**config.mk**
```make
export PLATFORM = sky130hd
export DESIGN_NAME = piso_serializer
export DESIGN_NICKNAME = d
export VERILOG_FILES = /design/src/rtl/piso_pkg.sv /design/src/rtl/piso_bit_counter.sv /design/src/rtl/piso_serializer.sv
export SDC_FILE = /design/constraint.sdc
export NUM_CORES = 1
export LEC_CHECK = 0
export CAP_MARGIN = 15
export CORE_MARGIN = 2
export CORE_UTILIZATION = 49
export CTS_CLUSTER_DIAMETER = 50
export DETAILED_ROUTE_END_ITERATION = 10
export PLACE_DENSITY = 0.77
export SLEW_MARGIN = 20
export SYNTH_ARGS = -nofsm -noshare
export SYNTH_HDL_FRONTEND = slang
export SYNTH_SLANG_ARGS = --single-unit
```
**constraint.sdc**
```tcl
create_clock -name clk -period 1.87 [get_ports clk]
set_input_delay 0.374 -clock clk [delete_from_list [all_inputs] [get_ports clk]]
set_output_delay 0.374 -clock clk [all_outputs]
set_load 0.02 [all_outputs]
```
**src/rtl/piso_pkg.sv**
```systemverilog
// Shared definitions for the parallel-in / serial-out serializer.
//   state_t             : controller states (IDLE, SHIFT)
//   PISO_DEFAULT_WIDTH  : default parallel word width
package piso_pkg;

   typedef enum logic {
      IDLE  = 1'b0,
      SHIFT = 1'b1
   } state_t;

   localparam int PISO_DEFAULT_WIDTH = 4;

endpackage

```
**src/rtl/piso_bit_counter.sv**
```systemverilog
// Bit-position counter for the serializer.
// Counts transferred bits of the current word and flags the last position.
//   clk, rst_n : clock, asynchronous active-low reset
//   clear      : return count to 0 (has priority over inc)
//   inc        : advance count by one
//   cnt        : current bit position within the word
//   tc         : terminal count, high when cnt == WIDTH-1
module piso_bit_counter
   import piso_pkg::*;
#(
   parameter int WIDTH = PISO_DEFAULT_WIDTH
) (
   input  logic                     clk,
   input  logic                     rst_n,
   input  logic                     clear,
   input  logic                     inc,
   output logic [$clog2(WIDTH)-1:0] cnt,
   output logic                     tc
);

   localparam int CW = $clog2(WIDTH);

   always_ff @(posedge clk or negedge rst_n) begin
      if (!rst_n) begin
         cnt <= '0;
      end else if (clear) begin
         cnt <= '0;
      end else if (inc) begin
         cnt <= cnt + CW'(1);
      end
   end

   assign tc = (cnt == CW'(WIDTH - 1));

endmodule

```
**src/rtl/piso_serializer.sv**
```systemverilog
// Parallel-in / serial-out serializer with a one-entry hold buffer so that
// consecutive words stream with no gap between them.
// States:
//   state | meaning
//   IDLE  | nothing to send, waiting for a word
//   SHIFT | shift register holds the word being sent, serial_valid high
// Ports:
//   clk, rst_n    : clock, asynchronous active-low reset
//   parallel_in   : word to serialize, qualified by load_valid
//   load_valid    : parallel_in is valid
//   load_ready    : a word can be accepted this cycle (hold buffer empty)
//   serial_out    : current serial bit (0 when not valid)
//   serial_valid  : serial_out carries a bit
//   serial_ready  : downstream takes the bit this cycle
//   frame_start   : current bit is the first of a word
//   frame_end     : current bit is the last of a word
//   word_done     : one-cycle pulse after the last bit of a word transfers
//   busy          : a word is shifting or buffered
module piso_serializer
   import piso_pkg::*;
#(
   parameter int WIDTH     = PISO_DEFAULT_WIDTH,
   parameter int LSB_FIRST = 1
) (
   input  logic             clk,
   input  logic             rst_n,
   input  logic [WIDTH-1:0] parallel_in,
   input  logic             load_valid,
   output logic             load_ready,
   output logic             serial_out,
   output logic             serial_valid,
   input  logic             serial_ready,
   output logic             frame_start,
   output logic             frame_end,
   output logic             word_done,
   output logic             busy
);

   localparam int CW = $clog2(WIDTH);

   state_t           state;
   logic [WIDTH-1:0] shreg;
   logic [WIDTH-1:0] shreg_next;
   logic [WIDTH-1:0] buf_q;
   logic             buf_full;
   logic [CW-1:0]    cnt;
   logic             last_bit;
   logic             accept;
   logic             xfer;
   logic             cnt_clear;
   logic             cnt_inc;

   assign load_ready   = !buf_full;
   assign serial_valid = (state == SHIFT);
   assign accept       = load_valid & load_ready;
   assign xfer         = serial_valid & serial_ready;

   // Counter restarts whenever a fresh word lands in the shift register.
   assign cnt_clear = ((state == IDLE) & accept) | (xfer & last_bit);
   assign cnt_inc   = xfer & !last_bit;

   piso_bit_counter #(
      .WIDTH (WIDTH)
   ) u_bit_counter (
      .clk   (clk),
      .rst_n (rst_n),
      .clear (cnt_clear),
      .inc   (cnt_inc),
      .cnt   (cnt),
      .tc    (last_bit)
   );

   // Shift toward whichever end feeds serial_out.
   always_comb begin
      shreg_next = shreg;
      if (LSB_FIRST != 0) begin
         shreg_next = {1'b0, shreg[WIDTH-1:1]};
      end else begin
         shreg_next = {shreg[WIDTH-2:0], 1'b0};
      end
   end

   always_ff @(posedge clk or negedge rst_n) begin
      if (!rst_n) begin
         state     <= IDLE;
         shreg     <= '0;
         buf_q     <= '0;
         buf_full  <= 1'b0;
         word_done <= 1'b0;
      end else begin
         word_done <= 1'b0;
         case (state)
            IDLE: begin
               if (accept) begin
                  shreg <= parallel_in;
                  state <= SHIFT;
               end
            end
            SHIFT: begin
               if (xfer && last_bit) begin
                  word_done <= 1'b1;
                  // A buffered word blocks accept (load_ready low), so the
                  // direct-load branch only fires with the buffer empty.
                  if (buf_full) begin
                     shreg    <= buf_q;
                     buf_full <= 1'b0;
                  end else if (accept) begin
                     shreg <= parallel_in;
                  end else begin
                     state <= IDLE;
                  end
               end else begin
                  if (xfer) begin
                     shreg <= shreg_next;
                  end
                  if (accept) begin
                     buf_q    <= parallel_in;
                     buf_full <= 1'b1;
                  end
               end
            end
            default: state <= IDLE;
         endcase
      end
   end

   always_comb begin
      serial_out = 1'b0;
      if (serial_valid) begin
         serial_out = (LSB_FIRST != 0) ? shreg[0] : shreg[WIDTH-1];
      end
   end

   assign frame_start = (state == SHIFT) & (cnt == '0);
   assign frame_end   = (state == SHIFT) & last_bit;
   assign busy        = (state == SHIFT) | buf_full;

endmodule

```
Yosys cells after proc, flatten, opt, wreduce, memory -nomap -nowiden
Cells that the tools add are included.
{"block": "totals", "reg_bits": 13, "out_inout_bits": 7, "wordCells": 44}
{"block": "op_classes", "n_addsub": 1, "eq_ne": 2, "mux": 16, "bitwise": 11, "reduce_logical": 8}
{"op": "$mux 4", "n": 4}
{"op": "$mux 1", "n": 8}
{"op": "$pmux 4 s2", "n": 1}
{"op": "$and 1x1->1", "n": 7}
{"op": "$mux 2", "n": 2}
{"op": "$reduce_bool 2->1", "n": 2}
{"op": "$ne 3x1->1 const B", "n": 1}
{"op": "$reduce_and 3->1", "n": 1}
{"op": "$add 2x1->2 const B", "n": 1}
{"op": "$eq 2x2->1 const B", "n": 1}
{"op": "$logic_not 1->1", "n": 2}
{"op": "$logic_not 2->1", "n": 1}
{"op": "$not 1->1", "n": 2}
{"op": "$or 1x1->1", "n": 2}
{"op": "$pmux 1 s2", "n": 1}
{"op": "$reduce_and 2->1", "n": 1}
{"op": "$logic_and 1x1->1", "n": 1}

Logic depth before layout (Yosys ltp)
{"block": "logic_depth", "ltp_word": 6, "depth_mapped": 5, "mapped_depth_nobuf": 4}

By module
From an unflattened synthesis, not the netlist that was laid out.
{"block": "hier_totals", "cells_unflattened": 60, "hier_area_um2": 650.6}
{"mod": "piso_serializer", "n_inst": 1, "cells_per_inst": 53, "area_per_inst_um2": 561.8}
{"mod": "piso_bit_counter", "n_inst": 1, "cells_per_inst": 7, "area_per_inst_um2": 88.8}

Least setup slack after synthesis
Ideal clock, no wire load.
{"block": "synth_path", "path_kind": "reg-to-output", "start": "register state, in the netlist serial_valid", "end": "output port busy", "arrival_ns": 1.150, "required_time_ns": 1.496, "slack_ns": 0.346, "stages_incl_launch_ff": 4, "cell_sequence": "dfrtp_1 buf_2 clkbuf_1 or2_2"}
{"block": "synth_via", "elab_chain_cells": 1}
{"element": "from (decl)", "line": "piso_serializer.sv:41", "source": "state_t state;"}
{"element": "from (signal assigned)", "line": "piso_serializer.sv:85", "source": "state <= IDLE;"}
{"element": "from (signal assigned)", "line": "piso_serializer.sv:96", "source": "state <= SHIFT;"}
{"element": "from (signal assigned)", "line": "piso_serializer.sv:110", "source": "state <= IDLE;"}
{"element": "$or 1x1->1", "line": "piso_serializer.sv:136", "source": "assign busy = (state == SHIFT) | buf_full;"}
{"element": "to (decl)", "line": "piso_serializer.sv:36", "source": "output logic busy"}
No other way between the ends.

Worst setup path after layout
{"block": "layout_path", "start": "register u_bit_counter.cnt[0]", "end": "output port frame_end"}
{"block": "layout_via", "elab_chain_cells": 2}
{"element": "from (decl)", "line": "piso_bit_counter.sv:17", "source": "output logic [$clog2(WIDTH)-1:0] cnt,"}
{"element": "from (signal assigned)", "line": "piso_bit_counter.sv:29", "source": "cnt <= cnt + CW'(1);"}
{"element": "$eq 2x2->1", "line": "piso_bit_counter.sv:33", "source": "assign tc = (cnt == CW'(WIDTH - 1));"}
{"element": "$and 1x1->1", "line": "piso_serializer.sv:135", "source": "assign frame_end = (state == SHIFT) & last_bit;"}
{"element": "to (decl)", "line": "piso_serializer.sv:34", "source": "output logic frame_end,"}
No other way between the ends.

==> run metrics <==
largest net degree at the start of global routing=14; Reg2Reg Depth=5; Static Leak=0.477 nW; RSZ-0062 raised after global routing=false; HP Class=primary input to asynchronous set/reset pin; Cell Rows=14; Rel. slew slack=around 60%; CP Class=register to output pin; port bufs=14; Worst EP arrival=1.40 ns; HPWL after DPL=1120 um; skew final=0.00365 ns; Max Freq=563 MHz; P per Cell Area=1450 mW/mm2; Multi-input gate area=385 um2; vias in the first global route=582; Seq/Total Area, Yosys=43.8%; internal power=866 uW; TritonCTS Buffers=3; Placed Area=920 um2; clock sinks=13; Mapped Avg Cell Area=roughly 10 um2; Final nets=105; clk_lat worst skew=0.28 ns; final hold slack=0.480 ns; fin crit share=95.0%; Placer Congestion=0.754; Die Area=about 0.0018 mm2; initial drt markers=4; CTS HTree Levels=1; GRT Util Overall=a little under a fifth; final wirelength=roughly 1600 um; CTS root buffer=clkbuf_4; Initial DRT Pass Iterations=4; Final TNS setup=0 ns; layout cells sized above 1=21.5%; clock share of power=about an eighth; max-cap viol count=0; first-pass GRT wire length=2590 um; FF/Latch Area=327 um2; core box area=0.00147 mm2; DR WL/cell=14.3 um; Fin. Hold Viols=0; initial antenna violation count=0; vias post-DR=615; CTS tree=built; Final setup viols=0; Syn Inst Count=just over 70; Filler cells=128; antenna-violating nets left=0; synth-to-layout area growth=29.3%; crit end category=output pin; fin area=961 um2; Via density=between 5 and 6; Initial Util=50.5%; post-layout util=65.3%; status=complete, no violations; total power=1.39 mW; Remaining DRCs=0; Worst VDD drop=0.000880 V; Max Slew Vio Count=0; Flop pwr share=around a third; CTS clk-pin slew, worst paths=0.08 ns; IO Pins=15; yosys warns=0; Logic pwr share=around 53%; Period minus WS final=around 1.8 ns; Hold Buf Count CTS=0; CP Launch Type=register; Net Sw Frac=~38%; Die X=42.9 um; die height=42.9 um; clk buf depth=2; CP required=1.50 ns; grt ovf=0; Net Switching=between 500 and 600 uW; worst-margin pin slew=0.622 ns; number of distinct library cells after synthesis=31; Synth Cell Area=743 um2; Yosys reg bits=13; Worst Path Max Fanout=4; n_diodes=0; Post-Syn Nets=83
==> area by class of cell <==
| type | count | area share (%) |
|---|---|---|
| Inverter | 3 | 1.17 |
| Timing Repair Buffer | 21 | 19.9 |
| Sequential cell | 13 | 34.0 |
| Clock buffer | 4 | 2.73 |
| Tap cell | 16 | 2.08 |
| Multi-Input combinational cell | 52 | 40.1 |
==> critical path: stages (launching register included) <==
cell           delay, ns
dfrtp_1             0.42
ha_1                0.24
and2_1              0.16
dlygate4sd2_1       0.31
==> layer usage <==
| metal | share of wire (%) | wire (um) | track usage, % |
|---|---|---|---|
| met2 | 48 | 744 | 30.6 |
| met5 | 0 | 0 | 0 |
| met4 | 1.9 | 29 | 10.9 |
| met1 | 45 | 707 | 24.6 |
| met3 | 5.2 | 82 | 2.55 |
==> power groups by stage <==
stage | registers, mW | logic [mW] | clock network (mW)
3_3_place_gp | 0.493 | 0.701 | 0
5_1_grt | 0.495 | 0.818 | 0.193
4_1_cts | 0.482 | 0.747 | 0.184
3_5_place_dp | 0.500 | 0.720 | 0
6_report | 0.483 | 0.738 | 0.173
2_1_floorplan | 0.476 | 0.480 | 0
==> flip-flops by register name, summed over array words and instances, names as in the netlist <==
signal             count
buf_full               1
buf_q                  4
serial_valid           1
shreg                  4
u_bit_counter.cnt      2
word_done              1
==> through the flow <==
stage	std cells	worst slack (ns)
6_report	109	0.0938
5_1_grt	109	0.0310
4_1_cts	109	0.0222
3_5_place_dp	103	0.123
3_3_place_gp	103	0.135
2_1_floorplan	72	0.346
==> what timing repair did <==
action,4_1_cts,5_1_grt
setup buffers,2,0
gates resized for setup,4,1
setup endpoints to repair,5,1
gates cloned,0,0
==> cells in the final DEF, fill, tap and decap left out, drive strengths merged, types with 2 or more instances in the layout <==
master / netlist / routed
and2b: 2 / 2
inv: 3 / 3
dfrtp: 13 / 13
dlygate4sd2: 0 / 3
nand4: 2 / 2
mux2: 4 / 4
and2: 3 / 3
clkdlybuf4s50: 0 / 10
and3: 4 / 4
nand2: 3 / 3
nand2b: 5 / 5
o22ai: 4 / 4
clkbuf: 1 / 4
o21ai: 4 / 4
or2: 2 / 2
ha: 3 / 3
nand3: 3 / 3
mux2i: 3 / 3
buf: 3 / 7
==> final timing paths <==
check	start	to	slack, ns
setup / recovery	u_bit_counter.cnt[0]$_DFFE_PN0P_	frame_end	0.09
hold / removal	rst_n	buf_q[3]$_DFFE_PN0P_	0.48
setup reg to reg	u_bit_counter.cnt[0]$_DFFE_PN0P_	shreg[3]$_DFFE_PN0P_	0.41
hold reg to reg	buf_q[3]$_DFFE_PN0P_	buf_q[3]$_DFFE_PN0P_	0.51
max in group asynchronous	rst_n	serial_valid$_DFF_PN0_	0.95
min in group clk	buf_q[3]$_DFFE_PN0P_	buf_q[3]$_DFFE_PN0P_	0.51
==> logic make-up after synthesis <==
logic type      share of synthesized area, %
buf+inv                                 4.38
flops                                   43.8
compound gates                          12.6
simple gates                            24.1
fa+ha+maj                               5.05
mux                                     10.1
==> cells in the mapped netlist <==
| master | instances | area (um2) |
|---|---|---|
| mux2_2 | 4 | 45.0 |
| mux2i_1 | 3 | 30.0 |
| or2b_1 | 1 | 7.51 |
| a21oi_1 | 1 | 5.00 |
| nand3_1 | 2 | 10.0 |
| buf_2 | 2 | 10.0 |
| clkbuf_1 | 1 | 3.75 |
| nand3_2 | 1 | 10.0 |
| and2b_2 | 1 | 8.76 |
| nand2_1 | 3 | 11.3 |
| o2bb2ai_1 | 1 | 8.76 |
| a22o_1 | 1 | 8.76 |
| or4_1 | 1 | 7.51 |
| and2b_1 | 1 | 7.51 |
| a2bb2o_1 | 1 | 10.0 |
| and2_1 | 3 | 18.8 |
| dfrtp_1 | 13 | 325 |
| nor2_1 | 1 | 3.75 |
| inv_1 | 3 | 11.3 |
| o21a_1 | 1 | 7.51 |
| o221ai_1 | 1 | 8.76 |
| ha_1 | 3 | 37.5 |
| o22ai_1 | 4 | 25.0 |
| and3_1 | 4 | 25.0 |
| o21ai_0 | 4 | 20.0 |
| nand2b_1 | 4 | 25.0 |
| nor3_1 | 1 | 5.00 |
| nand2b_4 | 1 | 13.8 |
| nand4_1 | 2 | 12.5 |
| buf_4 | 1 | 7.51 |
| or2_2 | 2 | 12.5 |
Power figures use the tool's default switching activity.
